### src/rtl/uart_pkg.sv
// Shared UART definitions: FSM state encoding and framing constants.
// The state enum is also used by uart_rx.
package uart_pkg;

    localparam int   UART_DATA_BITS = 8;
    localparam logic IDLE_LEVEL     = 1'b1;

    typedef enum logic [1:0] {
        IDLE,
        START,
        DATA,
        STOP
    } uart_state_e;

endpackage

### src/rtl/uart_tx.sv
// UART transmitter: 8 data bits, LSB first, 1 or 2 stop bits. It has a one-entry holding
// register, so a queued byte starts the cycle after the previous frame's last stop cycle.
module uart_tx
    import uart_pkg::*;
#(
    parameter int CLKS_PER_BIT = 104,
    parameter int STOP_BITS    = 1
) (
    input  logic                      clk,
    input  logic                      rst,
    input  logic [UART_DATA_BITS-1:0] tx_data,
    input  logic                      tx_valid,
    output logic                      tx_ready,
    output logic                      serial_out,
    output logic                      tx_busy,
    output logic                      tx_done
);

    localparam int CNT_W = (CLKS_PER_BIT > 1) ? $clog2(CLKS_PER_BIT) : 1;
    localparam logic [CNT_W-1:0] CNT_MAX   = CNT_W'(CLKS_PER_BIT - 1);
    localparam logic [2:0]       LAST_DATA = 3'(UART_DATA_BITS - 1);
    localparam logic [2:0]       LAST_STOP = 3'(STOP_BITS - 1);

    if (CLKS_PER_BIT < 2) begin : g_bad_cpb
        $error("uart_tx: CLKS_PER_BIT must be >= 2");
    end
    if (STOP_BITS != 1 && STOP_BITS != 2) begin : g_bad_stop
        $error("uart_tx: STOP_BITS must be 1 or 2");
    end

    uart_state_e               state_q, state_d;
    logic [CNT_W-1:0]          cnt_q, cnt_d;
    logic [2:0]                idx_q, idx_d;
    logic [UART_DATA_BITS-1:0] hold_q;
    logic                      hold_full_q, hold_full_d;
    logic [UART_DATA_BITS-1:0] shift_q, shift_d;
    logic                      serial_q, serial_d;
    logic                      busy_q;
    logic                      done_pend_q, done_q;

    logic accept, bit_end, load, frame_end;

    assign tx_ready   = !hold_full_q && !rst;
    assign accept     = tx_valid && tx_ready;
    assign bit_end    = (cnt_q == CNT_MAX);
    assign serial_out = serial_q;
    assign tx_busy    = busy_q;
    assign tx_done    = done_q;

    always_comb begin
        state_d   = state_q;
        cnt_d     = bit_end ? '0 : cnt_q + CNT_W'(1);
        idx_d     = idx_q;
        load      = 1'b0;
        frame_end = 1'b0;
        unique case (state_q)
            IDLE: begin
                cnt_d = '0;
                idx_d = '0;
                if (hold_full_q) begin
                    load    = 1'b1;
                    state_d = START;
                end
            end
            START: begin
                if (bit_end) begin
                    state_d = DATA;
                    idx_d   = '0;
                end
            end
            DATA: begin
                if (bit_end) begin
                    if (idx_q == LAST_DATA) begin
                        state_d = STOP;
                        idx_d   = '0;
                    end else begin
                        idx_d = idx_q + 3'd1;
                    end
                end
            end
            STOP: begin
                if (bit_end) begin
                    if (idx_q == LAST_STOP) begin
                        frame_end = 1'b1;
                        idx_d     = '0;
                        // A queued byte chains straight into the next start bit.
                        if (hold_full_q) begin
                            load    = 1'b1;
                            state_d = START;
                        end else begin
                            state_d = IDLE;
                        end
                    end else begin
                        idx_d = idx_q + 3'd1;
                    end
                end
            end
            default: state_d = IDLE;
        endcase

        shift_d     = load ? hold_q : shift_q;
        hold_full_d = accept ? 1'b1 : (load ? 1'b0 : hold_full_q);

        // Line level follows the current state one cycle later (registered output).
        unique case (state_q)
            START:   serial_d = ~IDLE_LEVEL;
            DATA:    serial_d = shift_q[idx_q];
            default: serial_d = IDLE_LEVEL;
        endcase
    end

    always_ff @(posedge clk) begin
        if (rst) begin
            state_q     <= IDLE;
            cnt_q       <= '0;
            idx_q       <= '0;
            hold_q      <= '0;
            hold_full_q <= 1'b0;
            shift_q     <= '0;
            serial_q    <= IDLE_LEVEL;
            busy_q      <= 1'b0;
            done_pend_q <= 1'b0;
            done_q      <= 1'b0;
        end else begin
            state_q     <= state_d;
            cnt_q       <= cnt_d;
            idx_q       <= idx_d;
            hold_full_q <= hold_full_d;
            shift_q     <= shift_d;
            serial_q    <= serial_d;
            busy_q      <= (state_q != IDLE);
            done_pend_q <= frame_end;
            done_q      <= done_pend_q;
            if (accept) hold_q <= tx_data;
        end
    end

endmodule

### config.mk
export PLATFORM = sky130hd
export DESIGN_NAME = uart_tx
export DESIGN_NICKNAME = d
export VERILOG_FILES = /design/src/rtl/uart_pkg.sv /design/src/rtl/uart_tx.sv
export SDC_FILE = /design/constraint.sdc
export NUM_CORES = 1
export LEC_CHECK = 0
export BUFFER_PORTS_ARGS = -buffer_cell sky130_fd_sc_hd__buf_2
export CORE_MARGIN = 10
export CORE_UTILIZATION = 50
export CTS_CLUSTER_SIZE = 24
export DETAILED_ROUTE_END_ITERATION = 16
export PLACE_DENSITY_LB_ADDON = 0.05
export SLEW_MARGIN = 20
export SYNTH_ARGS = -nofsm -noshare
export SYNTH_HDL_FRONTEND = slang
export SYNTH_SLANG_ARGS = --single-unit
### constraint.sdc
create_clock -name clk -period 2.48 [get_ports clk]
set_clock_uncertainty 0.05 [all_clocks]
set_input_delay 0.496 -clock clk [delete_from_list [all_inputs] [get_ports clk]]
set_output_delay 0.496 -clock clk [all_outputs]
set_load 0.01 [all_outputs]
# Word-level counts from Yosys, hierarchy flattened
# Cells that the tools add are included.
[op_classes]
eq_ne = 11
order_cmp = 1
n_reduce_logical = 12
n_bitwise = 2
muxes = 24
n_addsub = 2
[op_table]
columns = ["cell", "count"]
rows = [
  ["$mux 3", 5],
  ["$mux 2", 6],
  ["$ne 2x2->1 const B", 6],
  ["$pmux 3 s4", 1],
  ["$mux 1", 8],
  ["$pmux 2 s4", 1],
  ["$add 7x1->7 const B", 1],
  ["$eq 7x7->1 const B", 1],
  ["$reduce_and 6->1", 1],
  ["$reduce_or 3->1", 2],
  ["$eq 2x2->1 const B", 2],
  ["$lt 3x4->1 const B", 1],
  ["$pmux 1 s2", 2],
  ["$reduce_bool 2->1", 2],
  ["$add 3x1->3 const B", 1],
  ["$bmux 1 s3", 1],
  ["$eq 3x3->1 const B", 1],
  ["$logic_not 3->1", 1],
  ["$reduce_and 3->1", 1],
  ["$eq 2x1->1 const B", 1],
  ["$logic_and 1x1->1", 2],
  ["$logic_not 1->1", 2],
  ["$logic_not 2->1", 1],
  ["$not 1->1", 2],
]
[totals]
out_inout_bits = 4
in_bits = 11
regBits = 33

# Logic depth before layout (Yosys ltp)
# Gate-level depths: netlist of run 1.
[logic_depth]
ltp_word = 6
ltp_mapped = 7
ltp_nobuf = 6

# Worst setup path after synthesis of run 1
# OpenSTA, ideal clock, no wires.
[synth_timing]
kind = "flip-flop to flip-flop"
from = "register state_q[0]"
to = "register idx_q[0]"
setup_time_ps = 67
slack_ps = 734
path_stages_with_launch = 7
t_arrival_ps = 1629
path_cell_list = "dfxtp_1 -> inv_1 -> ha_1 -> or3_1 -> o21a_1 -> or3_1 -> a21oi_2"
[synth_between]
elab_chain_len = 3
[synth_lines]
columns = ["item", "line_no", "text"]
rows = [
  ["from (decl)", "uart_tx.sv:31", "uart_state_e state_q, state_d;"],
  ["from (signal assigned)", "uart_tx.sv:125", "state_q <= state_d;"],
  ["$eq 2x2->1 / $eq 2x1->1 (equally long branches)", "uart_tx.sv:56", "unique case (state_q)"],
  ["$ne 2x2->1 (no line)", "-", ""],
  ["$reduce_and 3->1 (no line)", "-", ""],
  ["to (signal assigned)", "uart_tx.sv:127", "idx_q <= idx_d;"],
  ["to (decl)", "uart_tx.sv:33", "logic [2:0] idx_q, idx_d;"],
]
# Several ways; a longest one is shown, not always the timed one.
# A chain may end at the register's enable or synchronous reset.

# Final worst setup path of run 1
[layout_timing]
from = "register cnt_q[0]"
to = "register shift_q[2]"
[layout_between]
elab_chain_len = 3
[layout_lines]
columns = ["item", "line_no", "text"]
rows = [
  ["from (decl)", "uart_tx.sv:32", "logic [CNT_W-1:0] cnt_q, cnt_d;"],
  ["from (signal assigned)", "uart_tx.sv:126", "cnt_q <= cnt_d;"],
  ["$eq 7x7->1", "uart_tx.sv:45", "assign bit_end = (cnt_q == CNT_MAX);"],
  ["$mux 1", "uart_tx.sv:82", "if (bit_end) begin"],
  ["$pmux 1 s2", "uart_tx.sv:56", ""],
  ["to (signal assigned)", "uart_tx.sv:129", "shift_q <= shift_d;"],
  ["to (decl)", "uart_tx.sv:36", "logic [UART_DATA_BITS-1:0] shift_q, shift_d;"],
]
# Every way passes these cells.

==> implementation parameters, run 1 <==
Parameter                              Value

Final layout
  Number of antenna cells inserted ... 0
  Final Net Count ... 201
  Total area of multi-input combinational cells ... 833.3 sq um
  Fill cell total of the finished layout ... 280
  Area added between synthesis and finish ... 8.776%
  Share of cells above drive strength 1 ... 17.58%
  Storage element area ... 660.6 sq um

Worst setup path
  Endpoint of the worst-slack reg-to-reg timing path ... shift_q[2]$_SDFFE_PP0P_
  R2R setup slack ... 500 ps
  Worst setup path start ... cnt_q[0]$_SDFF_PP0_
  Worst reg2reg path depth ... 5
  CP Class ... register to register
  Type of element capturing the critical path ... register
  Data arrival time at the worst-slack endpoint ... 2180 ps
  Reg2Reg Launch Point ... cnt_q[0]$_SDFF_PP0_
  Biggest fanout along the worst timing path ... 9
  Startpoint kind of the worst setup timing path ... register
  Data required time of the critical path ... 2690 ps
  End point of the critical path ... shift_q[2]$_SDFFE_PP0P_

STA
  Worst slew margin relative to its limit ... 67.82%
  Pin slew with the least headroom to its limit ... 481.7 ps
  Fin Setup TNS ... 0 ps
  Max-slew violations ... 0
  Setup repair after global routing missed its margin ... no
  Final clock period utilization by the worst path ... 79.68%
  Time the worst path needs with I/O delays and setup ... 1976 ps
  Hold Vio Cnt, Final ... 0
  Setup Viol. Count Final ... 0
  Highest clock rate ... 0.5061 GHz

CTS
  Clock latency on the worst-skew pair ... 320 ps
  Post-CTS setup buffer count ... 0
  Number of cells upsized or downsized after cts ... 0
  Clock Sinks ... 33
  Maximum level of the CTS H-tree ... 2
  TritonCTS clock tree ... yes
  Maximum number of buffers from clock root to sink ... 2
  Clock Pin Slew Worst Setup and Hold Paths ... 100 ps
  Root buffer cell ... sky130_fd_sc_hd__clkbuf_4
  Number of hold-repair buffers added at the cts stage ... 0
  Number of buffers added by the clock tree synthesis step ... 5

Synth
  Xor and xnor fraction of the mapped netlist area ... 2.254%
  Commonest cells in the synthesized netlist ... sky130_fd_sc_hd__dfxtp_1 (33), sky130_fd_sc_hd__nand2_1 (19), sky130_fd_sc_hd__nand2b_1 (19)
  Largest family of logic cells by synthesized area ... simple AND/OR/NAND/NOR gates
  Synthesis-stage register bit count ... 33
  Sequential-to-total area share from yosys stat ... 42.51%
  Top FF cell, synth ... sky130_fd_sc_hd__dfxtp_1
  Fraction of the mapped netlist area in compound gates ... 9.823%
  Net Count, Synth ... 186
  Mean instance size in the synthesized netlist ... 9.361 sq um
  Adder and majority cell fraction of the synthesized area ... 7.246%
  Share of the synthesized area in the top cell type ... 42.51%
  Post-synth ARST share ... 0%
  Multiplexer share of the synthesized area ... 10.06%
  Number of distinct standard cells referenced by the synthesized netlist ... 36
  Library cell occupying the most area in the post-synthesis netlist ... sky130_fd_sc_hd__dfxtp_1
  Synth Area in Simple Gates ... 24.24%
  Number of enable flip-flop cells after synthesis ... 0
  Biggest area contributors in the synthesized netlist ... sky130_fd_sc_hd__dfxtp_1 (43%), sky130_fd_sc_hd__nand2b_1 (7.6%), sky130_fd_sc_hd__ha_1 (7.2%)
  Most common cell in the synthesized netlist ... sky130_fd_sc_hd__dfxtp_1
  Summed instance area of the synthesized netlist ... 1554 sq um
  Synthesized netlist cell count ... 166
  Number of warnings printed during yosys synthesis ... 0

Route
  WL per Instance ... 12.50 um
  Final wirelength ... 2.688 mm
  Drt pass-1 iters ... 5
  Final antenna-violating net count ... 0
  Overall via count from detail_route ... 1134
  Residual DRC ... 0
  Initial detailed-routing violation count ... 74
  Number of vias per cell after detailed routing ... 5.274

Pwr
  Max IR drop VDD ... 0.4451 mV
  Leakage ... 0.0006574 uW
  Power per unit of standard cell area ... 772.6 nW/um^2
  Overall power consumption ... 1306 uW

Floorplanning
  Initial Utilization ... 51.75%
  Number of rows in the core area ... 20
  Die width ... 75.75 um
  Overall die height ... 75.75 um
  Die Footprint ... 5738 sq um
  Num ports ... 15
  Core Region ... 3003 sq um

Global route
  Global Route Usage Sum ... 10.42%
  Initial antenna violation count ... 0
  Largest net degree at the start of global routing ... 22
  GRT Residual Overflow ... 0
  First-pass GRT wire length ... 4.643 mm
  Vias in the first global route ... 1101

Worst hold path
  Type of the worst min-delay path ... input pin to register

Placed design
  Half-perimeter wire length after placement ... 2.022 mm
  Final estimated routing congestion in global placement ... 0.8484
  IO Port Bufs ... 14

Outcome
  Result of the run ... complete, no violations

Run
  Max Cap Viol ... 0
==> registers in the layout (all words and copies together) (netlist names) <==
| signal | cells |
|---|---|
| idx_q | 3 |
| tx_done | 1 |
| tx_busy | 1 |
| cnt_q | 7 |
| hold_q | 8 |
| shift_q | 8 |
| hold_full_q | 1 |
| serial_out | 1 |
| done_pend_q | 1 |
| state_q | 2 |
==> through the flow <==
step,cells,worst slack (ps),utilization [%],cell area [sq um],hold slack [ps]
3_5_place_dp,207,501.8,54.58,1639,371.2
4_1_cts,215,482.3,56.29,1690,325.0
3_3_place_gp,207,572.5,54.58,1639,367.3
5_1_grt,215,348.1,56.29,1690,325.1
6_report,215,504.0,56.29,1690,347.7
2_1_floorplan,166,733.7,-,1554,363.8
==> worst min path at each step <==
stage | endpoint | from | depth (start not counted) | slack (ps)
detailed placement | tx_done$_SDFF_PP0_ | done_pend_q$_SDFF_PP0_ | 1 | 370
global placement | tx_done$_SDFF_PP0_ | done_pend_q$_SDFF_PP0_ | 1 | 370
CTS | hold_q[2]$_SDFFE_PP0P_ | tx_data[2] | 3 | 320
floorplan | tx_done$_SDFF_PP0_ | done_pend_q$_SDFF_PP0_ | 1 | 360
finish | hold_q[2]$_SDFFE_PP0P_ | tx_data[2] | 3 | 350
global route | hold_q[4]$_SDFFE_PP0P_ | tx_data[4] | 3 | 330
==> layout by cell type (no fill, tap or decap), types with 2 or more instances in the layout <==
master / instances
sky130_fd_sc_hd__nand3_1: 4
sky130_fd_sc_hd__inv_1: 7
sky130_fd_sc_hd__ha_1: 9
sky130_fd_sc_hd__xnor2_1: 2
sky130_fd_sc_hd__o21ai_0: 4
sky130_fd_sc_hd__clkinv_2: 2
sky130_fd_sc_hd__mux4_2: 2
sky130_fd_sc_hd__nand2b_1: 19
sky130_fd_sc_hd__nor2_1: 10
sky130_fd_sc_hd__dfxtp_1: 33
sky130_fd_sc_hd__nor3_1: 3
sky130_fd_sc_hd__clkbuf_4: 5
sky130_fd_sc_hd__xor2_1: 2
sky130_fd_sc_hd__and2b_2: 2
sky130_fd_sc_hd__a21oi_1: 10
sky130_fd_sc_hd__or3_1: 2
sky130_fd_sc_hd__mux2i_1: 10
sky130_fd_sc_hd__nand2_1: 19
sky130_fd_sc_hd__buf_2: 14
sky130_fd_sc_hd__nor2b_1: 4
==> worst max-delay path: stages, from the launching register on <==
cell,delay (ps)
sky130_fd_sc_hd__dfxtp_1,360
sky130_fd_sc_hd__ha_1,230
sky130_fd_sc_hd__nand3_1,260
sky130_fd_sc_hd__nor4_4,340
sky130_fd_sc_hd__o211a_1,440
sky130_fd_sc_hd__mux2i_1,230
==> power breakdown <==
group,internal [uW],switching (uW),leakage (uW)
logic,169,229,0.000357
registers,588,43.3,0.000268
clock network,108,169,0.0000320
total,865,441,0.000657
==> logic make-up (layout without fill, tap and decap cells) <==
logic type | after synthesis | count (layout)
buf+inv | 14 | 30
simple gates | 69 | 69
compound gates | 24 | 24
mux | 13 | 13
xor+xnor | 4 | 4
fa+ha+maj | 9 | 9
flops | 33 | 33
==> final cells by class <==
| class | count | area share (%) |
|---|---|---|
| timing repair buffer | 15 | 4.589 |
| sequential | 33 | 39.08 |
| clock inverter | 2 | 0.5922 |
| clock buffer | 6 | 2.443 |
| inverter | 7 | 1.554 |
| multi-input combinational | 119 | 49.30 |
| tap | 33 | 2.443 |
==> per-layer routing <==
metal / wire (um) / global-route usage (%) / vias to the layer above
met2: 1208 / 15.38 / 21
met4: 15 / 4.742 / 0
met5: 0 / 0 / -
li1: - / - / 588
met1: 1342 / 12.81 / 523
met3: 122 / 4.427 / 2
(Power assumes the default switching activity.)
==> inputs of run 2 (changes only) <==
- clock period: 2.48 -> 1.9 ns (I/O delays scaled with it)
==> run 2 against run 1 <==
Compared with the run above:
- clock power up 33%
- sequential cell count unchanged
- via count down 0.44%
- core utilization up 1.7 points
==> implementation parameters, run 2 (same netlist as run 1, synthesis figures left out) <==
Parameter                              Value

Worst setup path
  Endpoint of the worst-slack reg-to-reg timing path ... idx_q[0]$_SDFFE_PP0P_
  Biggest fanout along the worst timing path ... 6 (-3)
  Type of element capturing the critical path ... register
  CP Class ... register to register
  R2R setup slack ... 100 ps (-410 ps)
  Reg2Reg Launch Point ... state_q[0]$_SDFFE_PP0P_
  Worst reg2reg path depth ... 5 (unchanged)
  Data arrival time at the worst-slack endpoint ... 2030 ps (-150 ps)
  Startpoint kind of the worst setup timing path ... register
  Data required time of the critical path ... 2120 ps (-570 ps)

Worst hold path
  WHS Path Cells ... 3 (unchanged)
  End point of the most critical hold path ... hold_q[1]$_SDFFE_PP0P_
  Startpoint of the tightest hold check path ... tx_data[1]
  Type of the worst min-delay path ... input pin to register

Final layout
  Most common library cell in the layout ignoring fill and taps ... sky130_fd_sc_hd__dfxtp_1
  Largest registers ... hold_q x8, shift_q x8, cnt_q x7
  Area added between synthesis and finish ... 12.00%
  Number of antenna cells inserted ... 0 (unchanged)
  Final non-filler cell total ... 217 (+0.93%)
  Fraction of the core area covered by cells at the end of the flow ... 57.96% (+1.7 points)
  Share of cells above drive strength 1 ... 21.20% (+3.6 points)
  Final Net Count ... 203 (+1.0%)
  Cell area after layout ... 1740 sq um (+3.0%)
  Commonest cells after routing, fill and taps aside ... sky130_fd_sc_hd__dfxtp_1 (31), sky130_fd_sc_hd__nand2b_1 (19), sky130_fd_sc_hd__nand2_1 (19)

CTS
  TritonCTS clock tree ... yes
  Root buffer cell ... sky130_fd_sc_hd__clkbuf_4
  Clock Sinks ... 33 (unchanged)
  Clock Pin Slew Worst Setup and Hold Paths ... 100 ps (about the same)
  Maximum level of the CTS H-tree ... 2 (unchanged)
  Clock latency on the worst-skew pair ... 330 ps (about the same)
  Maximum number of buffers from clock root to sink ... 2 (unchanged)
  Number of buffers added by the clock tree synthesis step ... 5 (unchanged)
  Number of hold-repair buffers added at the cts stage ... 0 (unchanged)

Global route
  Global Route Usage Sum ... 11.03% (+0.61 points)
  Vias in the first global route ... 1109 (+0.73%)
  First-pass GRT wire length ... 4.857 mm (+4.6%)
  GRT Residual Overflow ... 0 (unchanged)
  Initial antenna violation count ... 0 (unchanged)
  Largest net degree at the start of global routing ... 29 (+32%)

Pwr
  Leakage ... 0.0006655 uW (+1.2%)
  Power per unit of standard cell area ... 1034 nW/um^2 (+34%)
  Max IR drop VDD ... 0.5346 mV (+20%)
  Overall power consumption ... 1800 uW (+38%)

Route
  Overall via count from detail_route ... 1129 (-0.44%)
  Drt pass-1 iters ... 4 (-1)
  Residual DRC ... 0 (unchanged)
  Final antenna-violating net count ... 0 (unchanged)
  Number of vias per cell after detailed routing ... 5.203 (-1.4%)
  WL per Instance ... 13.12 um (+4.9%)
  Final wirelength ... 2.847 mm (+5.9%)
  Initial detailed-routing violation count ... 62 (-16%)

Floorplanning
  Core Region ... 3003 sq um (unchanged)
  Overall die height ... 75.75 um (unchanged)
  Die Footprint ... 5738 sq um (unchanged)
  Num ports ... 15 (unchanged)
  Die width ... 75.75 um (unchanged)
  Initial Utilization ... 51.75% (unchanged)
  Number of rows in the core area ... 20 (unchanged)

Placed design
  Placed insts ... 209 (+0.97%)
  Half-perimeter wire length after placement ... 2.129 mm (+5.3%)
  IO Port Bufs ... 14 (unchanged)
  Area of placed instances ... 1667 sq um (+1.7%)
  Final estimated routing congestion in global placement ... 0.8665 (+2.1%)

STA
  Final clock period utilization by the worst path ... 94.90% (+15 points)
  Setup repair after global routing missed its margin ... no
  Fin Setup TNS ... 0 ps (unchanged)
  Highest clock rate ... 0.5546 GHz (+9.6%)
  Pin slew with the least headroom to its limit ... 514.4 ps (+32.72 ps)
  Setup Viol. Count Final ... 0 (unchanged)
  Hold Vio Cnt, Final ... 0 (unchanged)
  Time the worst path needs with I/O delays and setup ... 1803 ps (-172.9 ps)
  Worst slew margin relative to its limit ... 65.64% (-2.2 points)
  Max-slew violations ... 0 (unchanged)

Run
  Max Cap Viol ... 0 (unchanged)

Outcome
  Result of the run ... complete, no violations
[run 2: cell types whose count changed in the layout (fill, tap and decap cells not counted), sizes merged]
cell,before,now
clkbuf,6,8
buf,15,17
clkinv,2,0
[run 2: timing repair]
action | 4_1_cts | 5_1_grt
resized for setup | 0 | 7
endpoints found under the setup margin | 0 | 11
hold endpoints to repair | 0 | 0
setup buffers | 0 | 0
[run 2: how the worst max path moves through the flow]
| stage | from | endpoint | cells after the start |
|---|---|---|---|
| after floorplan | state_q[0]$_SDFFE_PP0P_ | idx_q[0]$_SDFFE_PP0P_ | 6 |
| after global placement | state_q[0]$_SDFFE_PP0P_ | idx_q[0]$_SDFFE_PP0P_ | 6 |
| after detailed placement | state_q[0]$_SDFFE_PP0P_ | idx_q[0]$_SDFFE_PP0P_ | 6 |
| after CTS | state_q[0]$_SDFFE_PP0P_ | idx_q[0]$_SDFFE_PP0P_ | 6 |
| after global routing | state_q[0]$_SDFFE_PP0P_ | idx_q[0]$_SDFFE_PP0P_ | 5 |
| final | state_q[0]$_SDFFE_PP0P_ | idx_q[0]$_SDFFE_PP0P_ | 5 |
[run 2: worst max-delay path: stages, from the launching register on]
cell	delay, ps
sky130_fd_sc_hd__dfxtp_2	340
sky130_fd_sc_hd__ha_1	290
sky130_fd_sc_hd__or3_4	440
sky130_fd_sc_hd__o21a_1	140
sky130_fd_sc_hd__or3_1	360
sky130_fd_sc_hd__a21oi_2	120
[run 2: where the power goes]
group          internal (uW)  leakage (uW)  switching, uW
clock network            147     0.0000265            222
registers                771      0.000269           54.4
logic                    280      0.000370            324
[run 2: per-layer routing]
metal | GRT usage, % | wire [um] | vias up | share of wire [%]
met4 | 6.186 | 41 | 0 | 1.4
met2 | 17.26 | 1339 | 19 | 47
met3 | 3.516 | 136 | 5 | 4.8
li1 | - | - | 595 | -
met1 | 13.01 | 1330 | 510 | 47
met5 | 0 | 0 | - | 0
[run 2: layout make-up]
type,count,area (sq um)
fill,296,1262
inverter,7,26.28
tap,33,41.29
multi-input combinational,119,855.8
sequential,33,663.1
clock buffer,8,48.80
timing repair buffer,17,105.1
[run 2: metrics by stage]
step,worst slack (ps),hold WS (ps)
after floorplan,153.7,363.8
after global placement,87.02,370.3
after detailed placement,53.43,392.6
after CTS,23.78,224.0
after global routing,7.881,221.3
final,96.83,231.7
